### config.mk
export PLATFORM = sky130hd
export DESIGN_NAME = vga_scanout
export DESIGN_NICKNAME = d
export VERILOG_FILES = /design/src/rtl/vga_scanout.sv
export SDC_FILE = /design/constraint.sdc
export NUM_CORES = 1
export LEC_CHECK = 0
export ABC_AREA = 1
export BUFFER_PORTS_ARGS = -buffer_cell sky130_fd_sc_hd__buf_2
export CAP_MARGIN = 20
export CELL_PAD_IN_SITES_DETAIL_PLACEMENT = 1
export CELL_PAD_IN_SITES_GLOBAL_PLACEMENT = 1
export CORE_MARGIN = 1.5
export CORE_UTILIZATION = 40
export DETAILED_ROUTE_END_ITERATION = 16
export GPL_TIMING_DRIVEN = 0
export PLACE_DENSITY_LB_ADDON = 0.25
export SYNTH_ARGS = -nofsm -noshare
export SYNTH_HDL_FRONTEND = slang
export SYNTH_SLANG_ARGS = --single-unit
### constraint.sdc
create_clock -name clk -period 2.8 [get_ports clk]
set_input_delay 0.56 -clock clk [delete_from_list [all_inputs] [get_ports clk]]
set_output_delay 0.56 -clock clk [all_outputs]
set_load 0.005 [all_outputs]
### src/rtl/vga_scanout.sv
// VGA scan-out: pixel-tick divider, h/v timing counters, integer upscaling of a
// small packed framebuffer, and a once-per-frame snapshot so the picture never tears.
module vga_scanout #(
  parameter int unsigned WIDTH      = 8,
  parameter int unsigned HEIGHT     = 6,
  parameter int unsigned PIXEL_SIZE = 3,
  parameter int unsigned SCALE      = 80,
  parameter int unsigned H_VISIBLE  = 640,
  parameter int unsigned H_FRONT    = 16,
  parameter int unsigned H_SYNC     = 96,
  parameter int unsigned H_BACK     = 48,
  parameter int unsigned V_VISIBLE  = 480,
  parameter int unsigned V_FRONT    = 10,
  parameter int unsigned V_SYNC     = 2,
  parameter int unsigned V_BACK     = 33,
  parameter int unsigned CLK_DIV    = 2
) (
  input  logic                                 clk,
  input  logic                                 resetn,
  input  logic [WIDTH*HEIGHT*PIXEL_SIZE-1:0]   packed_buffer,
  output logic                                 hsync_n,
  output logic                                 vsync_n,
  output logic [PIXEL_SIZE-1:0]                pixel,
  output logic                                 video_on,
  output logic                                 vblank_start
);

  localparam int unsigned H_TOTAL = H_VISIBLE + H_FRONT + H_SYNC + H_BACK;
  localparam int unsigned V_TOTAL = V_VISIBLE + V_FRONT + V_SYNC + V_BACK;
  localparam int unsigned FB_W    = WIDTH * HEIGHT * PIXEL_SIZE;
  localparam int unsigned DIV_W   = (CLK_DIV > 1) ? $clog2(CLK_DIV) : 1;
  localparam int unsigned HC_W    = $clog2(H_TOTAL);
  localparam int unsigned VC_W    = $clog2(V_TOTAL);
  localparam int unsigned COL_W   = $clog2(WIDTH + 1);
  localparam int unsigned ROW_W   = $clog2(HEIGHT + 1);
  localparam int unsigned SUB_W   = (SCALE > 1) ? $clog2(SCALE) : 1;
  localparam int unsigned IDX_W   = $clog2(WIDTH * HEIGHT + 1);
  localparam int unsigned BIT_W   = $clog2(FB_W + 1);

  logic [DIV_W-1:0]      div_q, div_d;
  logic [HC_W-1:0]       h_q, h_d;
  logic [VC_W-1:0]       v_q, v_d;
  logic [COL_W-1:0]      col_q, col_d;
  logic [ROW_W-1:0]      row_q, row_d;
  logic [SUB_W-1:0]      sx_q, sx_d;
  logic [SUB_W-1:0]      sy_q, sy_d;
  logic [FB_W-1:0]       frame_q, frame_d;
  logic                  hsync_q, hsync_d;
  logic                  vsync_q, vsync_d;
  logic [PIXEL_SIZE-1:0] pixel_q, pixel_d;
  logic                  video_q, video_d;
  logic                  vblank_q, vblank_d;

  logic                  pix_en_c;
  logic                  h_last_c, v_last_c, h_vis_c, v_vis_c, vis_c;
  logic [IDX_W-1:0]      pix_idx_c;
  logic [BIT_W-1:0]      bit_base_c;
  logic [PIXEL_SIZE-1:0] fb_pix_c;

  assign pix_en_c = (div_q == DIV_W'(CLK_DIV - 1));
  assign h_last_c = (h_q == HC_W'(H_TOTAL - 1));
  assign v_last_c = (v_q == VC_W'(V_TOTAL - 1));
  assign h_vis_c  = (h_q < HC_W'(H_VISIBLE));
  assign v_vis_c  = (v_q < VC_W'(V_VISIBLE));
  assign vis_c    = h_vis_c && v_vis_c;

  // Pixel lookup; base forced to 0 outside the visible area where row/col may overrun.
  assign pix_idx_c  = IDX_W'(row_q) * IDX_W'(WIDTH) + IDX_W'(col_q);
  assign bit_base_c = vis_c ? BIT_W'(pix_idx_c) * BIT_W'(PIXEL_SIZE) : '0;
  assign fb_pix_c   = frame_q[bit_base_c +: PIXEL_SIZE];

  always_comb begin
    div_d    = pix_en_c ? '0 : DIV_W'(div_q + 1'b1);
    h_d      = h_q;
    v_d      = v_q;
    col_d    = col_q;
    row_d    = row_q;
    sx_d     = sx_q;
    sy_d     = sy_q;
    frame_d  = frame_q;
    hsync_d  = hsync_q;
    vsync_d  = vsync_q;
    pixel_d  = pixel_q;
    video_d  = video_q;
    vblank_d = 1'b0;

    if (pix_en_c) begin
      // Outputs reflect the counters as sampled on this tick.
      video_d  = vis_c;
      pixel_d  = vis_c ? fb_pix_c : '0;
      hsync_d  = !((h_q >= HC_W'(H_VISIBLE + H_FRONT)) &&
                   (h_q <  HC_W'(H_VISIBLE + H_FRONT + H_SYNC)));
      vsync_d  = !((v_q >= VC_W'(V_VISIBLE + V_FRONT)) &&
                   (v_q <  VC_W'(V_VISIBLE + V_FRONT + V_SYNC)));
      vblank_d = (h_q == '0) && (v_q == VC_W'(V_VISIBLE));

      if (h_last_c) begin
        h_d   = '0;
        col_d = '0;
        sx_d  = '0;
        if (v_last_c) begin
          v_d     = '0;
          row_d   = '0;
          sy_d    = '0;
          frame_d = packed_buffer;
        end else begin
          v_d = VC_W'(v_q + 1'b1);
          if (v_vis_c) begin
            if (sy_q == SUB_W'(SCALE - 1)) begin
              sy_d  = '0;
              row_d = ROW_W'(row_q + 1'b1);
            end else begin
              sy_d = SUB_W'(sy_q + 1'b1);
            end
          end
        end
      end else begin
        h_d = HC_W'(h_q + 1'b1);
        if (h_vis_c) begin
          if (sx_q == SUB_W'(SCALE - 1)) begin
            sx_d  = '0;
            col_d = COL_W'(col_q + 1'b1);
          end else begin
            sx_d = SUB_W'(sx_q + 1'b1);
          end
        end
      end
    end
  end

  always_ff @(posedge clk or negedge resetn) begin
    if (!resetn) begin
      div_q    <= '0;
      h_q      <= '0;
      v_q      <= '0;
      col_q    <= '0;
      row_q    <= '0;
      sx_q     <= '0;
      sy_q     <= '0;
      frame_q  <= '0;
      hsync_q  <= 1'b1;
      vsync_q  <= 1'b1;
      pixel_q  <= '0;
      video_q  <= 1'b0;
      vblank_q <= 1'b0;
    end else begin
      div_q    <= div_d;
      h_q      <= h_d;
      v_q      <= v_d;
      col_q    <= col_d;
      row_q    <= row_d;
      sx_q     <= sx_d;
      sy_q     <= sy_d;
      frame_q  <= frame_d;
      hsync_q  <= hsync_d;
      vsync_q  <= vsync_d;
      pixel_q  <= pixel_d;
      video_q  <= video_d;
      vblank_q <= vblank_d;
    end
  end

  assign hsync_n      = hsync_q;
  assign vsync_n      = vsync_q;
  assign pixel        = pixel_q;
  assign video_on     = video_q;
  assign vblank_start = vblank_q;

endmodule

# Yosys cells after proc, flatten, opt, wreduce, memory -nomap -nowiden
# Cells that the tools add are included.
[op_classes]
addsub = 8
multipliers = 1
order_cmp = 6
eq_ne = 5
n_shift = 1
mux = 18
n_reduce_logical = 17
[op_table]
columns = ["cell", "n"]
rows = [
  ["$shiftx A144 B9 Y3", 1],
  ["$mux W7", 6],
  ["$add A10 B1 Y10 const B", 2],
  ["$eq A10 B10 Y1 const B", 2],
  ["$lt A10 B10 Y1 const B", 2],
  ["$lt A10 B9 Y1 const B", 2],
  ["$mux W10", 2],
  ["$add A7 B1 Y7 const B", 2],
  ["$eq A7 B7 Y1 const B", 2],
  ["$mux W3", 4],
  ["$mux W4", 3],
  ["$eq A10 B9 Y1 const B", 1],
  ["$ge A10 B10 Y1 const B", 1],
  ["$ge A10 B9 Y1 const B", 1],
  ["$logic_not A10 Y1", 1],
  ["$reduce_and A3 Y1", 3],
  ["$mul A6 B2 Y8 const B", 1],
  ["$mux W8", 1],
  ["$reduce_bool A2 Y1", 4],
  ["$add A6 B4 Y6", 1],
  ["$add A4 B1 Y4 const B", 1],
  ["$logic_and A1 B1 Y1", 4],
  ["$reduce_and A2 Y1", 2],
  ["$reduce_and A4 Y1", 1],
  ["other kinds (4)", 6],
]
[word_totals]
regBits = 193
out_inout_bits = 7
word_cells = 69

# Depth between registers and ports, before layout
# Gate-level depths: netlist of the first run.
[depth]
ltp_word = 5
depth_mapped = 20
mapped_depth_nobuf = 18

# Worst setup path after synthesis of the first run
# No wires, ideal clock.
[synth_timing]
kind = "register to register"
from = "reg col_q[0]"
to = "reg pixel_q[1], in the netlist pixel[1]"
setup_ps = 65
arrival_time_ps = 2319
t_required_ps = 2735
setup_slack_ps = 416
path_stages_with_launch = 15
path_buffers = 2
synth_period_minus_slack_ps = 2384
path_cell_list = "dfrtp_1 > ha_1 > inv_1 > fa_1 > nor2_4 > inv_2 > buf_2 > buf_2 > o31ai_2 > a21oi_1 > o21ai_1 > nand3_1 > a21oi_1 > nand2_1 > nand2_1"
[synth_via]
elab_chain_len = 5
[synth_lines]
columns = ["item", "line_no", "rtl"]
rows = [
  ["start, declared", "43", "logic [COL_W-1:0] col_q, col_d;"],
  ["start signal, assigned", "150", "col_q <= col_d;"],
  ["$add A6 B4 Y6", "68", "assign pix_idx_c = IDX_W'(row_q) * IDX_W'(WIDTH) + IDX_W'(col_q);"],
  ["$mul A6 B2 Y8", "69", "assign bit_base_c = vis_c ? BIT_W'(pix_idx_c) * BIT_W'(PIXEL_SIZE) : '0;"],
  ["$mux W8", "69", ""],
  ["$shiftx A144 B9 Y3", "70", "assign fb_pix_c = frame_q[bit_base_c +: PIXEL_SIZE];"],
  ["$mux W3", "90", "pixel_d = vis_c ? fb_pix_c : '0;"],
  ["end signal, assigned", "157", "pixel_q <= pixel_d;"],
  ["end, declared", "50", "logic [PIXEL_SIZE-1:0] pixel_q, pixel_d;"],
]
# No other way between the ends.
# A chain may end at the register's enable or synchronous reset.

# Final worst setup path of the first run
[layout_timing]
from = "reg h_q[8]"
to = "reg pixel_q[1], in the netlist pixel[1]"
[layout_via]
elab_chain_len = 5
[layout_lines]
columns = ["item", "line_no", "rtl"]
rows = [
  ["start, declared", "41", "logic [HC_W-1:0] h_q, h_d;"],
  ["start signal, assigned", "134", "h_q <= '0;"],
  ["start signal, assigned", "148", "h_q <= h_d;"],
  ["$lt A10 B10 Y1 (*)", "63", "assign h_vis_c = (h_q < HC_W'(H_VISIBLE));"],
  ["$logic_and A1 B1 Y1 (*)", "65", "assign vis_c = h_vis_c && v_vis_c;"],
  ["$mux W8", "69", ""],
  ["$shiftx A144 B9 Y3", "70", ""],
  ["$mux W3 (*)", "90", ""],
]
# Mark *: on every way between the ends. The rest lies on a longest branch, timed or not.

==> results.toml, run 1 <==
[worst_setup_path]
cp-end-kind = "flip-flop"
cp_data_required_time_ns = 3.19
arrival_ns = 3.17
crit_path_start_kind = "flip-flop"
worstPathMaxFanout = 10
worstSetupPathType = "reg2reg"
reg2reg_depth = 14

[cells_and_area]
multi_input_area_mm2 = 0.00611
drive_gt1_share_pct = 17.9
seq_area_mm2 = 0.00483
fin_cells = 2351
finalNetCount = 2109
fillCellCount = 3923
area_growth_pct = 19.2

[routing]
drc = 0
wirelength_mm = 54.4
drt-initial-drc-count = 1340
drtPass1Iterations = 6
wl_per_cell_um = 23.1
final_antenna_net_count = 0
viasPerCell = 5.95
vias = 14000

[logic_synthesis]
synth_top_family_by_area = "simple AND/OR/NAND/NOR gates"
synth_edf_count = 0
netlist_top_cells_area = "dfrtp_1 (39%), nand3_1 (16%), nand2_1 (8.2%)"
async_flop_share_pct = 100
ys_seq_elements = 193
syn_nets = 1917
yosys.area_share.simple_pct = 36.2
synth_compound_area_share_pct = 10.9
synthCells = 1755
synthMuxAreaShare_pct = 0
synth_area_per_cell_um2 = 6.97
syn_area_mm2 = 0.0122
yosysWarnings = 0
synth_largest_area_cell = "dfrtp_1"
ys.flop_type = "dfrtp_1"
ys_seq_area_share_pct = 39.5
synth_xor_area_share_pct = 0.358
synthAdderAreaFrac_pct = 1.70
synth.distinct_cells = 45
synth.top_cell.area_share_pct = 39.1

[place]
dp_cells = 2299
portBuffers = 152
gp_congestion = 0.969
dp_hpwl_mm = 38.4
place_ws_ns = -0.601

[grt]
antenna_found_initial = 1
grt-ovfl-total = 0
grt_util_all_layers_pct = 34.8
grt_pass1_vias = 14300
grt_pass1_wl_mm = 82.1
grt_max_degree = 115

[timing]
finalCritPeriodShare_pct = 99.2
finalHoldViolations = 0
setup_viol = 0
grt_setup_unrepaired = "true"
worst_pin_slew_ns = 0.862
min_period_ns = 2.78
setup_ws_ns = 0.0220
worst_clock_skew_ns = 0.0171
tns_ns = 0
max_freq_ghz = 0.360
timing.slew.headroom_pct = 42.6
slew_viol_final = 0

[power]
total_power_uw = 5990
ir_drop_v = 0.000377
p_per_area_mw_per_mm2 = 411
p_leak_uw = 0.00732

[floorplan]
std_cell_rows = 63
die_area_mm2 = 0.0316
die_h_um = 178
io_pins = 153
initial_core_util_pct = 40.9
core_area_mm2 = 0.0299
die_w_um = 178

[clock_tree]
clk_pin_slew_ns = 0.09
cts_root_buf = "clkbuf_16"
cts_made_buffers = 17
clock-sinks = 193
cts_max_level = 4
cts_tree = "done"
hold_buffers = 0
insertion_delay_ns = 0.47
clockBufferDepth = 2

[flow_run]
drv_cap = 0

[hold_path]
min_path_type = "in2async"

[run_status]
status = "completed"
metal layers:
metal | track usage, % | up-vias | share of wire [%]
li1 | - | 6279 | -
met1 | 44.5 | 6831 | 41
met2 | 57.0 | 723 | 47
met3 | 7.63 | 144 | 8.2
met4 | 14.0 | 0 | 3.7
met5 | 0 | - | 0
critical path: stages (launching register included):
cell      delay (ns)
dfrtp_1         0.47
o21ai_4         0.20
buf_12          0.16
buf_2           0.27
clkbuf_2        0.43
nand4_1         0.18
nand3_1         0.16
nand3_1         0.09
nand3_1         0.13
nand3_1         0.13
nand3_2         0.11
nand3_1         0.11
nand3_1         0.11
nand2_1         0.09
nand2_1         0.08
through the flow:
stage	area, um^2	hold WS (ns)	util (%)
2_1_floorplan	12200	0.264	-
4_1_cts	14300	0.109	47.9
3_5_place_dp	13500	0.471	45.3
5_1_grt	14600	0.128	48.8
6_report	14600	0.0693	48.8
3_3_place_gp	13500	0.469	45.1
repair_timing:
action	in CTS	in global routing
setup buffers	8	12
endpoints found under the setup margin	148	76
pin swaps	3	7
resized for setup	63	82
area by class of cell:
type / count / area share [%]
timing repair buffer: 174 / 6.70
buffer: 123 / 5.34
clock buffer: 17 / 2.92
sequential: 193 / 33.2
clock inverter: 15 / 1.04
inverter: 215 / 5.57
antenna: 1 / 0.0172
tap: 390 / 3.35
multi-input combinational: 1223 / 41.9
registers in the layout, summed over array words and instances (netlist names):
register	cells
frame_q	144
h_q	10
v_q	10
sx_q	7
sy_q	7
col_q	4
pixel	3
row_q	3
div_q	1
hsync_n	1
vblank_start	1
video_on	1
vsync_n	1
report_power, final:
group          switching (uW)  internal (uW)
clock                    1280           1260
combinational             308            195
sequential               59.6           2890
total                    1650           4340
layout by cell type (no fill, tap or decap), types with 3 or more instances in the layout:
master and n:
a211oi_1 3, a21oi_1 162, a31oi_1 5, buf_2 192, buf_4 33, buf_6 8, buf_8 7, clkbuf_1 17
clkbuf_16 17, clkbuf_2 22, clkbuf_4 14, clkinv_2 3, dfrtp_1 191, ha_1 14, inv_1 209, inv_2 3
inv_6 4, nand2_1 265, nand2_2 3, nand3_1 373, nand3_2 9, nand4_1 87, nor2_1 175, nor2_2 7
nor2_4 5, nor3_1 19, nor3b_1 7, nor4_1 6, o211ai_1 26, o21ai_0 28, xnor2_1 3
cells by family (layout without fill, tap and decap cells):
family | count (synthesis) | after routing
flops | 193 | 193
buf+inv | 339 | 544
fa+ha+maj | 16 | 16
compound gates | 240 | 240
xor+xnor | 5 | 5
simple gates | 962 | 962
other cells | 0 | 1
cells in the mapped netlist (2+ instances only):
cell type  instances
nand3_1          381
nand2_1          266
inv_1            210
dfrtp_1          191
nor2_1           182
a21oi_1          162
nand4_1           87
buf_2             59
clkbuf_1          53
o21ai_0           28
o211ai_1          26
nor3_1            20
ha_1              15
buf_4              7
nor3b_1            7
nor4_1             6
a31oi_1            5
buf_1              4
inv_2              4
a211oi_1           3
nor2_4             3
xnor2_1            3
dfstp_2            2
nand2_2            2
nand3_2            2
nor2_2             2
o21a_1             2
o21ai_1            2
o221ai_1           2
o22ai_1            2
or2_2              2
xor2_1             2
worst paths after layout:
kind / from / to / slack [ns]
max in group asynchronous: resetn / sx_q[6] / 1.69
min in group clk: packed_buffer[142] / frame_q[142] / 0.32
setup / recovery: h_q[8] / pixel[1] / 0.02
setup reg to reg: h_q[8] / pixel[1] / 0.02
hold / removal: resetn / frame_q[81] / 0.07
hold reg to reg: pixel[2] / pixel[2] / 0.49
No activity file was read; power rests on OpenSTA's default activity.
==> run 2, diff against run 1 <==
BUFFER_PORTS_ARGS = default   (was -buffer_cell sky130_fd_sc_hd__buf_2)
DONT_BUFFER_PORTS = 1   (was default)
==> results.toml, run 2 (synthesis results as in run 1) <==
[worst_setup_path]
cp-end-kind = "flip-flop"
worstPathMaxFanout = 10
worstSetupPathType = "reg2reg"
rr_startpoint = "h_q[8]"
r2r_setup_slack_ns = -0.002
crit_path_start_kind = "flip-flop"
arrival_ns = 3.22
regToRegEndpoint = "pixel[1]"
reg2reg_depth = 14
cp_data_required_time_ns = 3.21

[power]
power.share.sequential_pct = 50.5
p_switching_uw = 1490
ir_drop_v = 0.000411
power_frac_clock_pct = 43.8
switching_share_pct = 25.6
p_per_area_mw_per_mm2 = 426
p_leak_uw = 0.00668
intPower_uw = 4350
power_frac_comb_pct = 5.8

[timing]
finalCritPeriodShare_pct = 100
grt_setup_unrepaired = "true"
worst_pin_slew_ns = 0.863
setup_ws_ns = -0.00206
max_freq_ghz = 0.357
slew_viol_final = 0
setup_viol = 1
hold_slack_ns = -0.220
finalHoldViolations = 191
worst_clock_skew_ns = 0.0147
timing.slew.headroom_pct = 41.9
min_period_ns = 2.80

[run_status]
violations = "negative hold slack, negative setup slack"
status = "complete, but fails checks"

[routing]
wl_met2_mm = 24.6
drtPass1Iterations = 5
drt-initial-drc-count = 1341
vias = 13300
wl_met1_mm = 21.9
wl_per_cell_um = 24.2
final_antenna_net_count = 0
drc = 0
maxUsedRoutingLayer = "met5"
wl_met3_mm = 4.16
viasPerCell = 6.05
wirelength_mm = 53.0

[clock_tree]
clockBufferDepth = 2
insertion_delay_ns = 0.47
cts_root_buf = "clkbuf_16"
clock-sinks = 193
cts_tree = "done"
cts_made_buffers = 17
clk_pin_slew_ns = 0.08
cts_max_level = 4

[hold_path]
min_path_type = "in2async"

[place]
gp_congestion = 0.962
portBuffers = 0
placed_cell_area_mm2 = 0.0127
dp_hpwl_mm = 37.9

[grt]
grt_pass1_wl_mm = 79.4
grt_max_degree = 194
grt_util_all_layers_pct = 34.1
grt_pass1_vias = 13700
grt-ovfl-total = 0
antenna_found_initial = 1

[floorplan]
io_pins = 153
die_h_um = 178
core_area_mm2 = 0.0299
initial_core_util_pct = 40.9
die_area_mm2 = 0.0316
die_w_um = 178
std_cell_rows = 63

[cells_and_area]
post-route-util_pct = 46.0
area_growth_pct = 12.4
largest_register_ffs = 144
final_cell_mix = "nand3_1 (377), nand2_1 (265), inv_1 (208), dfrtp_1 (191), nor2_1 (178)"
fin_area_mm2 = 0.0137
finalNetCount = 1951
seq_area_mm2 = 0.00483
multi_input_area_mm2 = 0.00610
layout_commonest_cell = "nand3_1"
top_register = "frame_q"
drive_gt1_share_pct = 10.2
reg_top3 = "frame_q (144), h_q (10), v_q (10)"
fillCellCount = 3845

[flow_run]
drv_cap = 0
==> run 2: changes by cell type in the layout (fill, tap and decap cells not counted), moves of 4 or more <==
| cell | change |
|---|---|
| buf_2 | -158 |
| buf_4 | +5 |
| buf_8 | -4 |
| clkbuf_4 | +4 |
| nand3_1 | +4 |
| nand3_2 | -5 |
| nor2_2 | -4 |
==> run 2: critical path, stage by stage, from the launching register on <==
cell and delay (ns):
dfrtp_1 0.47, o21ai_4 0.30, buf_4 0.18, buf_2 0.26, clkbuf_4 0.35, nand4_1 0.14, nand3_1 0.14, nand3_1 0.10
nand3_1 0.14, nand3_1 0.12, nand3_1 0.14, nand3_1 0.13, nand3_1 0.10, nand2_1 0.10, nand2_1 0.07
==> run 2: power by group through the flow <==
stage          Sequential (uW)  Combinational [uW]  Clock, uW
6_report                  2950                 337       2560
5_1_grt                   2960                 378       2690
4_1_cts                   2950                 328       2590
3_5_place_dp              3000                 325          0
3_3_place_gp              3000                 313          0
2_1_floorplan             2990                 240          0
==> run 2: area by class of cell <==
cell class / instances / area share (%)
timing repair buffer: 18 / 1.02
antenna: 1 / 0.0182
clock inverter: 11 / 0.956
buffer: 121 / 5.71
sequential: 193 / 35.2
clock buffer: 20 / 3.25
tap: 390 / 3.55
inverter: 215 / 5.91
multi-input combinational: 1223 / 44.4
==> run 2: what timing repair did <==
| action | in CTS | in global routing |
|---|---|---|
| pin swaps | 3 | 3 |
| buffers inserted | 8 | 9 |
| setup endpoints to repair | 148 | 138 |
| resized for setup | 66 | 94 |
| hold endpoints to repair | 193 | 191 |
==> run 2: worst max-delay path by stage <==
stage | startpoint | to | slack (ns) | cells after the start
floorplan | col_q[0] | pixel[1] | 0.42 | 14
global placement | h_q[1] | frame_q[114] | -0.65 | 13
detailed placement | col_q[0] | pixel[1] | -0.61 | 15
CTS | col_q[0] | pixel[2] | 0.005 | 15
global route | h_q[8] | pixel[1] | -0.11 | 14
finish | h_q[8] | pixel[1] | -0.002 | 14
==> run 2: metal layers <==
layer,vias to the layer above,track usage [%]
li1,5942,-
met1,6587,42.8
met2,587,54.6
met3,146,8.55
met4,2,16.6
met5,-,0
==> run 2: through the flow <==
stage / setup TNS (ns) / std cells / setup slack, ns / total power [uW]
2_1_floorplan: 0 / 1755 / 0.416 / 3230
3_3_place_gp: -45.43 / 2145 / -0.653 / 3310
3_5_place_dp: -28.92 / 2146 / -0.610 / 3330
4_1_cts: 0 / 2183 / 0.00467 / 5870
5_1_grt: -0.190 / 2192 / -0.107 / 6030
6_report: -0.00206 / 2192 / -0.00206 / 5850
